<file path="src/rtl/i2c_pkg.sv">
// ============================================================================
// Module      : i2c_pkg
// Description : Shared state encoding and bus constants for the I2C master.
// Revision    : 1.0 - initial release
// ============================================================================
`default_nettype none

package i2c_pkg;

    typedef enum logic [3:0] {
        IDLE     = 4'd0,
        START    = 4'd1,
        ADDR     = 4'd2,
        ADDR_ACK = 4'd3,
        WDATA    = 4'd4,
        WACK     = 4'd5,
        RDATA    = 4'd6,
        MACK     = 4'd7,
        STOP     = 4'd8
    } i2c_state_t;

    localparam logic I2C_RW_WRITE     = 1'b0;
    localparam logic I2C_RW_READ      = 1'b1;
    localparam int   I2C_BITS_PER_TXN = 20;

endpackage

`default_nettype wire

</file>
<file path="src/rtl/i2c_clk_gen.sv">
// ============================================================================
// Module      : i2c_clk_gen
// Description : Quarter-period counter and 2-bit quarter index for SCL timing.
// Revision    : 1.0 - initial release
// ============================================================================
`default_nettype none

module i2c_clk_gen #(
    parameter int QUARTER = 250
) (
    input  logic       clk,
    input  logic       rst,
    input  logic       en,
    output logic       q_tick,
    output logic [1:0] q_idx
);

    localparam int            CW     = (QUARTER > 1) ? $clog2(QUARTER) : 1;
    localparam logic [CW-1:0] C_LAST = CW'(QUARTER - 1);

    logic [CW-1:0] r_cnt;
    logic [1:0]    r_idx;

    // Counter and index sit at zero whenever the master is idle.
    always_ff @(posedge clk) begin
        if (!rst || !en) begin
            r_cnt <= '0;
            r_idx <= 2'd0;
        end else if (r_cnt == C_LAST) begin
            r_cnt <= '0;
            r_idx <= r_idx + 2'd1;
        end else begin
            r_cnt <= r_cnt + CW'(1);
        end
    end

    assign q_tick = en && (r_cnt == C_LAST);
    assign q_idx  = r_idx;

endmodule

`default_nettype wire

</file>
<file path="src/rtl/i2c_master.sv">
// ============================================================================
// Module      : i2c_master
// Description : Single-byte I2C master: START, address+R/W, one data byte, STOP.
// Revision    : 1.0 - initial release
// ============================================================================
`default_nettype none

module i2c_master
    import i2c_pkg::*;
#(
    parameter int QUARTER = 250
) (
    input  logic       clk,
    input  logic       rst,
    input  logic       newd,
    input  logic       wr,
    input  logic [6:0] addr,
    input  logic [7:0] din,
    input  logic       sda_i,
    output logic       scl,
    output logic       sda_oe,
    output logic [7:0] datard,
    output logic       done,
    output logic       busy,
    output logic       ack_err
);

    i2c_state_t r_state;
    i2c_state_t w_state_nxt;

    logic       w_tick;
    logic [1:0] w_qidx;
    logic       w_bit_end;
    logic       w_sample;
    logic       w_last_bit;
    logic       w_scl;
    logic       w_sda_oe;

    logic [2:0] r_bitcnt;
    logic [7:0] r_tx;
    logic [7:0] r_din;
    logic [7:0] r_rx;
    logic [7:0] r_datard;
    logic       r_wr;
    logic       r_sda_s;
    logic       r_done;
    logic       r_ack_err;

    i2c_clk_gen #(
        .QUARTER (QUARTER)
    ) u_clk_gen (
        .clk    (clk),
        .rst    (rst),
        .en     (r_state != IDLE),
        .q_tick (w_tick),
        .q_idx  (w_qidx)
    );

    assign w_bit_end  = w_tick && (w_qidx == 2'd3);
    assign w_sample   = w_tick && (w_qidx == 2'd2);
    assign w_last_bit = (r_bitcnt == 3'd0);

    always_ff @(posedge clk) begin
        if (!rst) begin
            r_state <= IDLE;
        end else begin
            r_state <= w_state_nxt;
        end
    end

    // Bus levels are decoded purely from registered state and quarter index.
    always_comb begin
        w_state_nxt = r_state;
        w_scl       = 1'b1;
        w_sda_oe    = 1'b0;
        case (r_state)
            IDLE: begin
                if (newd) w_state_nxt = START;
            end
            START: begin
                w_sda_oe = w_qidx[1];
                if (w_bit_end) w_state_nxt = ADDR;
            end
            ADDR: begin
                w_scl    = w_qidx[1];
                w_sda_oe = ~r_tx[7];
                if (w_bit_end && w_last_bit) w_state_nxt = ADDR_ACK;
            end
            ADDR_ACK: begin
                w_scl = w_qidx[1];
                if (w_bit_end) begin
                    if (r_sda_s)   w_state_nxt = STOP;
                    else if (r_wr) w_state_nxt = WDATA;
                    else           w_state_nxt = RDATA;
                end
            end
            WDATA: begin
                w_scl    = w_qidx[1];
                w_sda_oe = ~r_tx[7];
                if (w_bit_end && w_last_bit) w_state_nxt = WACK;
            end
            WACK: begin
                w_scl = w_qidx[1];
                if (w_bit_end) w_state_nxt = STOP;
            end
            RDATA: begin
                w_scl = w_qidx[1];
                if (w_bit_end && w_last_bit) w_state_nxt = MACK;
            end
            MACK: begin
                w_scl = w_qidx[1];
                if (w_bit_end) w_state_nxt = STOP;
            end
            STOP: begin
                w_scl    = (w_qidx != 2'd0);
                w_sda_oe = ~w_qidx[1];
                if (w_bit_end) w_state_nxt = IDLE;
            end
            default: begin
                w_state_nxt = IDLE;
            end
        endcase
    end

    always_ff @(posedge clk) begin
        if (!rst) begin
            r_bitcnt  <= 3'd0;
            r_tx      <= 8'h00;
            r_din     <= 8'h00;
            r_rx      <= 8'h00;
            r_datard  <= 8'h00;
            r_wr      <= 1'b0;
            r_sda_s   <= 1'b1;
            r_done    <= 1'b0;
            r_ack_err <= 1'b0;
        end else begin
            r_done <= 1'b0;
            if (w_sample) r_sda_s <= sda_i;
            case (r_state)
                IDLE: begin
                    if (newd) begin
                        r_wr      <= wr;
                        r_tx      <= {addr, (wr ? I2C_RW_WRITE : I2C_RW_READ)};
                        r_din     <= din;
                        r_bitcnt  <= 3'd7;
                        r_ack_err <= 1'b0;
                    end
                end
                ADDR, WDATA: begin
                    if (w_bit_end) begin
                        r_tx     <= {r_tx[6:0], 1'b0};
                        r_bitcnt <= r_bitcnt - 3'd1;
                    end
                end
                ADDR_ACK: begin
                    if (w_bit_end) begin
                        if (r_sda_s) r_ack_err <= 1'b1;
                        r_tx     <= r_din;
                        r_bitcnt <= 3'd7;
                    end
                end
                WACK: begin
                    if (w_bit_end && r_sda_s) r_ack_err <= 1'b1;
                end
                RDATA: begin
                    if (w_sample)  r_rx     <= {r_rx[6:0], sda_i};
                    if (w_bit_end) r_bitcnt <= r_bitcnt - 3'd1;
                end
                MACK: begin
                    if (w_bit_end) r_datard <= r_rx;
                end
                STOP: begin
                    if (w_bit_end) r_done <= 1'b1;
                end
                default: begin
                end
            endcase
        end
    end

    assign scl     = w_scl;
    assign sda_oe  = w_sda_oe;
    assign datard  = r_datard;
    assign done    = r_done;
    assign busy    = (r_state != IDLE);
    assign ack_err = r_ack_err;

endmodule

`default_nettype wire

</file>
<file path="config.mk">
export PLATFORM = sky130hd
export DESIGN_NAME = i2c_master
export DESIGN_NICKNAME = d
export VERILOG_FILES = /design/src/rtl/i2c_pkg.sv /design/src/rtl/i2c_clk_gen.sv /design/src/rtl/i2c_master.sv
export SDC_FILE = /design/constraint.sdc
export NUM_CORES = 1
export LEC_CHECK = 0
export BUFFER_PORTS_ARGS = -buffer_cell sky130_fd_sc_hd__buf_4
export CORE_ASPECT_RATIO = 1.75
export CORE_UTILIZATION = 60
export CTS_BUF_LIST = sky130_fd_sc_hd__clkbuf_4 sky130_fd_sc_hd__clkbuf_8
export DETAILED_ROUTE_END_ITERATION = 16
export GPL_ROUTABILITY_DRIVEN = 0
export GPL_TIMING_DRIVEN = 0
export MAX_ROUTING_LAYER = met4
export PLACE_DENSITY = 0.8
export RECOVER_POWER = 50
export SETUP_SLACK_MARGIN = 0.4
export SLEW_MARGIN = 20
export SYNTH_ARGS = -nofsm -noshare
export SYNTH_HDL_FRONTEND = slang
export SYNTH_HIERARCHICAL = 1
export SYNTH_SLANG_ARGS = --single-unit
</file>
<file path="constraint.sdc">
create_clock -name clk -period 4.5 [get_ports clk]
set_clock_uncertainty 0.15 [all_clocks]
set_input_delay 0.45 -clock clk [delete_from_list [all_inputs] [get_ports clk]]
set_output_delay 0.45 -clock clk [all_outputs]
set_load 0.005 [all_outputs]
</file>
==> metrics.log <==
INFO  metric fp.dieArea = 4440 um2
INFO  metric vias = 2223
INFO  metric p_total = 0.000833 W
INFO  metric period_minus_slack = 2920 ps
INFO  metric share_seq_of_total_power = 0.589
INFO  metric antenna_cells_inserted = 0
INFO  metric antenna_found_initial = 0
INFO  metric post_route_drc_violation_count = 0
INFO  metric arrival = 2970 ps
INFO  metric cts_sinks = 53
INFO  metric cts_htree_levels = 2
INFO  metric drt-initial-drc-count = 83
INFO  metric total_routing_usage_gr = 0.287
INFO  metric post-place-cells = 372
INFO  metric clock_path_buffers = 2
INFO  metric synth_top_family_by_area = simple AND/OR/NAND/NOR gates
INFO  metric leakage = 1.18 nW
INFO  metric synth_edf_count = 0
INFO  metric holdCritPathClass = in2reg
INFO  metric ffs_latches_synth = 53
INFO  metric numCtsBuffers = 5
INFO  metric cts_root_buf = clkbuf_8
INFO  metric place.port_buffers = 32
INFO  metric multiplexer_area_fraction_after_synthesis = 0.0720
INFO  metric cts_setup_buffers = 0
INFO  metric post_synth_xor_area_fraction = 0.0105
INFO  metric pwr_density_cell = 290 nW/um2
INFO  metric synth.net_count = 316
INFO  metric layout.nets = 355
INFO  metric run_status = completed
INFO  metric coreArea = 3940 um2
INFO  metric share_of_synthesized_cell_area_in_full_adder_half_adder_and_majority_cells = 0.0200
INFO  metric syn-instance-count = 292
INFO  metric synth.yosys.warnings = 6
INFO  metric layout_worst_path_cycle_share = 0.648
INFO  metric report.final.hold_viol_count = 0
INFO  metric worst_setup_path_start_kind = flip-flop
INFO  metric ant_nets = 0
INFO  metric area_growth = 15.0%
INFO  metric post_synthesis_compound_gate_area_fraction = 0.181
INFO  metric post_cts_hold_buffer_count = 0
INFO  metric dpl_cell_area = 2800 um2
INFO  metric vias_in_the_first_global_route = 2105
INFO  metric initial_core_utilization = 0.635
INFO  metric clk_transition_reported_paths = 100 ps
INFO  metric io-pin-count = 33
INFO  metric synthArstFlopShare = 0
INFO  metric crit_type = reg2reg
INFO  metric synthesis.area_per_instance = 8.57 um2
INFO  metric netSwitchingPower = 0.000210 W
INFO  metric placement_rows = 30
INFO  metric wl_per_cell = 15.2 um
INFO  metric dp.final_hpwl = 4270 um
INFO  metric grt_max_degree = 18
INFO  metric synth_top_cell_by_area = dfxtp_1
INFO  metric synthTopCellsByArea = dfxtp_1 (42%), mux2i_1 (7.2%), nand2_1 (6.5%)
INFO  metric path_max_fanout = 10
INFO  metric synth_simple_gate_area_share = 0.250
INFO  metric global_route_wire_length_before_repair = 9250 um
INFO  metric grt_setup_unrepaired = no
INFO  metric internal_power = 0.000623 W
INFO  metric slew_viol_final = 0
INFO  metric share_comb_of_total_power = 0.086
INFO  metric kind_of_end_point_of_the_critical_path = flip-flop
INFO  metric fin_setup_tns = 0 ps
INFO  metric non_filler_instance_count_after_layout = 380
INFO  metric synth_top_cell_area_share = 0.424
INFO  metric synth-seq-area-share = 0.424
INFO  metric drv_cap = 0
INFO  metric drt_pre_antenna_iters = 4
INFO  metric max_slew.worst_pin.slew = 760 ps
INFO  metric synthFlopType = dfxtp_1
INFO  metric part_of_the_power_in_the_clock_network = 0.325
INFO  metric ys_types = 51
INFO  metric maximum_clock_rate = 343 MHz
INFO  metric post_drt_via_cell_ratio = 5.85
INFO  metric switching_share = 0.252
INFO  metric post-route-cell-area = 2880 um2
INFO  metric synth_area = 2500 um2
INFO  metric worst_ep_required_time = 4560 ps
INFO  metric globalRoute.totalOverflow = 0
INFO  metric die-height = 87.4 um
INFO  metric final-setup-viol-count = 0
INFO  metric routed_wirelength = 5790 um
INFO  metric slew_headroom = 0.489
INFO  metric worstSkewPairLatency = 310 ps
INFO  metric postCtsResizedCells = 0
INFO  metric cts_tree = yes
INFO  metric layout-drive-gt1-share = 0.154
INFO  metric die_x = 50.8 um
INFO  metric worst_ir_drop_vdd = 0.306 mV
[cell usage in the layout (no fill, tap or decap), types with 2 or more instances in the layout]
cell,count
dfxtp_1,53
nand2_1,43
nor2_1,33
buf_4,22
a21oi_1,21
mux2i_1,18
nor3_1,12
o21ai_0,12
clkbuf_1,11
clkbuf_4,11
inv_1,8
nand3_1,7
o32a_1,6
a41o_1,6
a31oi_1,5
clkbuf_8,5
or3_1,5
nand3b_1,4
ha_1,4
buf_2,3
nand2b_1,3
nor2b_1,3
and3b_1,2
and3_1,2
o211a_1,2
nand4b_1,2
xor2_1,2
[power groups by stage]
stage | Sequential (W) | Combinational, W | Clock [W]
after CTS | 0.000490 | 0.0000727 | 0.000273
after global routing | 0.000492 | 0.0000799 | 0.000297
after detailed placement | 0.000501 | 0.0000722 | 0
after floorplan | 0.000498 | 0.0000446 | 0
final | 0.000490 | 0.0000718 | 0.000271
after global placement | 0.000501 | 0.0000709 | 0
[state kept, by name, summed over array words and instances (netlist names)]
signal,count
ack_err,1
datard,8
done,1
r_bitcnt,3
r_din,8
r_rx,8
r_sda_s,1
r_state,4
r_tx,8
r_wr,1
u_clk_gen/q_idx,2
u_clk_gen/r_cnt,8
[cell type report]
class | instances | area [um2]
fill | 331 | 1060
clock inverter | 3 | 21.3
inverter | 8 | 30.0
buffer | 16 | 67.6
multi-input combinational | 215 | 1330
timing repair buffer | 32 | 240
clock buffer | 5 | 68.8
tap | 48 | 60.1
sequential | 53 | 1060
[logic make-up (layout without fill, tap and decap cells)]
family,Yosys count,count (layout)
adders and majority gates,4,4
buffers and inverters,24,64
DFF,53,53
and+or+nand+nor,126,126
AOI/OAI and AO/OA,64,64
muxes,18,18
xor gates and xnor gates,3,3
[per-layer routing]
| metal | share of wire | global-route usage | vias to the layer above | routed length (um) |
|---|---|---|---|---|
| met1 | 0.41 | 0.277 | 1046 | 2350 |
| li1 | - | - | 1122 | - |
| met3 | 0.021 | 0.0366 | 13 | 123 |
| met5 | 0 | - | - | 0 |
| met4 | 0.032 | 0.159 | 0 | 186 |
| met2 | 0.54 | 0.532 | 42 | 3130 |
[through the flow]
stage | util | hold slack [ps] | worst slack (ps)
floorplan | - | 283 | 2110
global placement | 0.711 | 299 | 1710
detailed placement | 0.711 | 302 | 1700
CTS | 0.734 | 209 | 1680
global route | 0.730 | 215 | 1400
finish | 0.730 | 213 | 1580
[path summary, 6_finish.rpt]
check,from,cells past startpoint,slack [ps],end
worst max register to register,r_state[0],9,1580,r_tx[5]
worst max-delay path,r_state[0],9,1580,r_tx[5]
worst min register to register,u_clk_gen/r_cnt[0],1,320,u_clk_gen/r_cnt[0]
worst min-delay path,sda_i,3,210,r_sda_s
[cells in the mapped netlist, types with 3 or more instances]
cell type,number
a31oi_1,5
nor2b_1,3
nand3_1,7
ha_1,4
clkbuf_1,8
a41o_1,6
nand2b_1,3
o21ai_0,12
dfxtp_1,53
a21oi_1,21
buf_2,5
nor2_1,33
nand3b_1,4
o32a_1,6
or3_1,5
nor3_1,11
nand2_1,43
inv_1,8
mux2i_1,18
[critical path: stages (launching register included)]
cell and delay (ps):
dfxtp_1 310, clkbuf_1 210, nor3_1 680, nand2b_1 190, and4_1 260, nand3_1 280
a211oi_4 120, or2_1 230, buf_4 170, a41o_1 230
No activity file was read; power rests on OpenSTA's default activity.
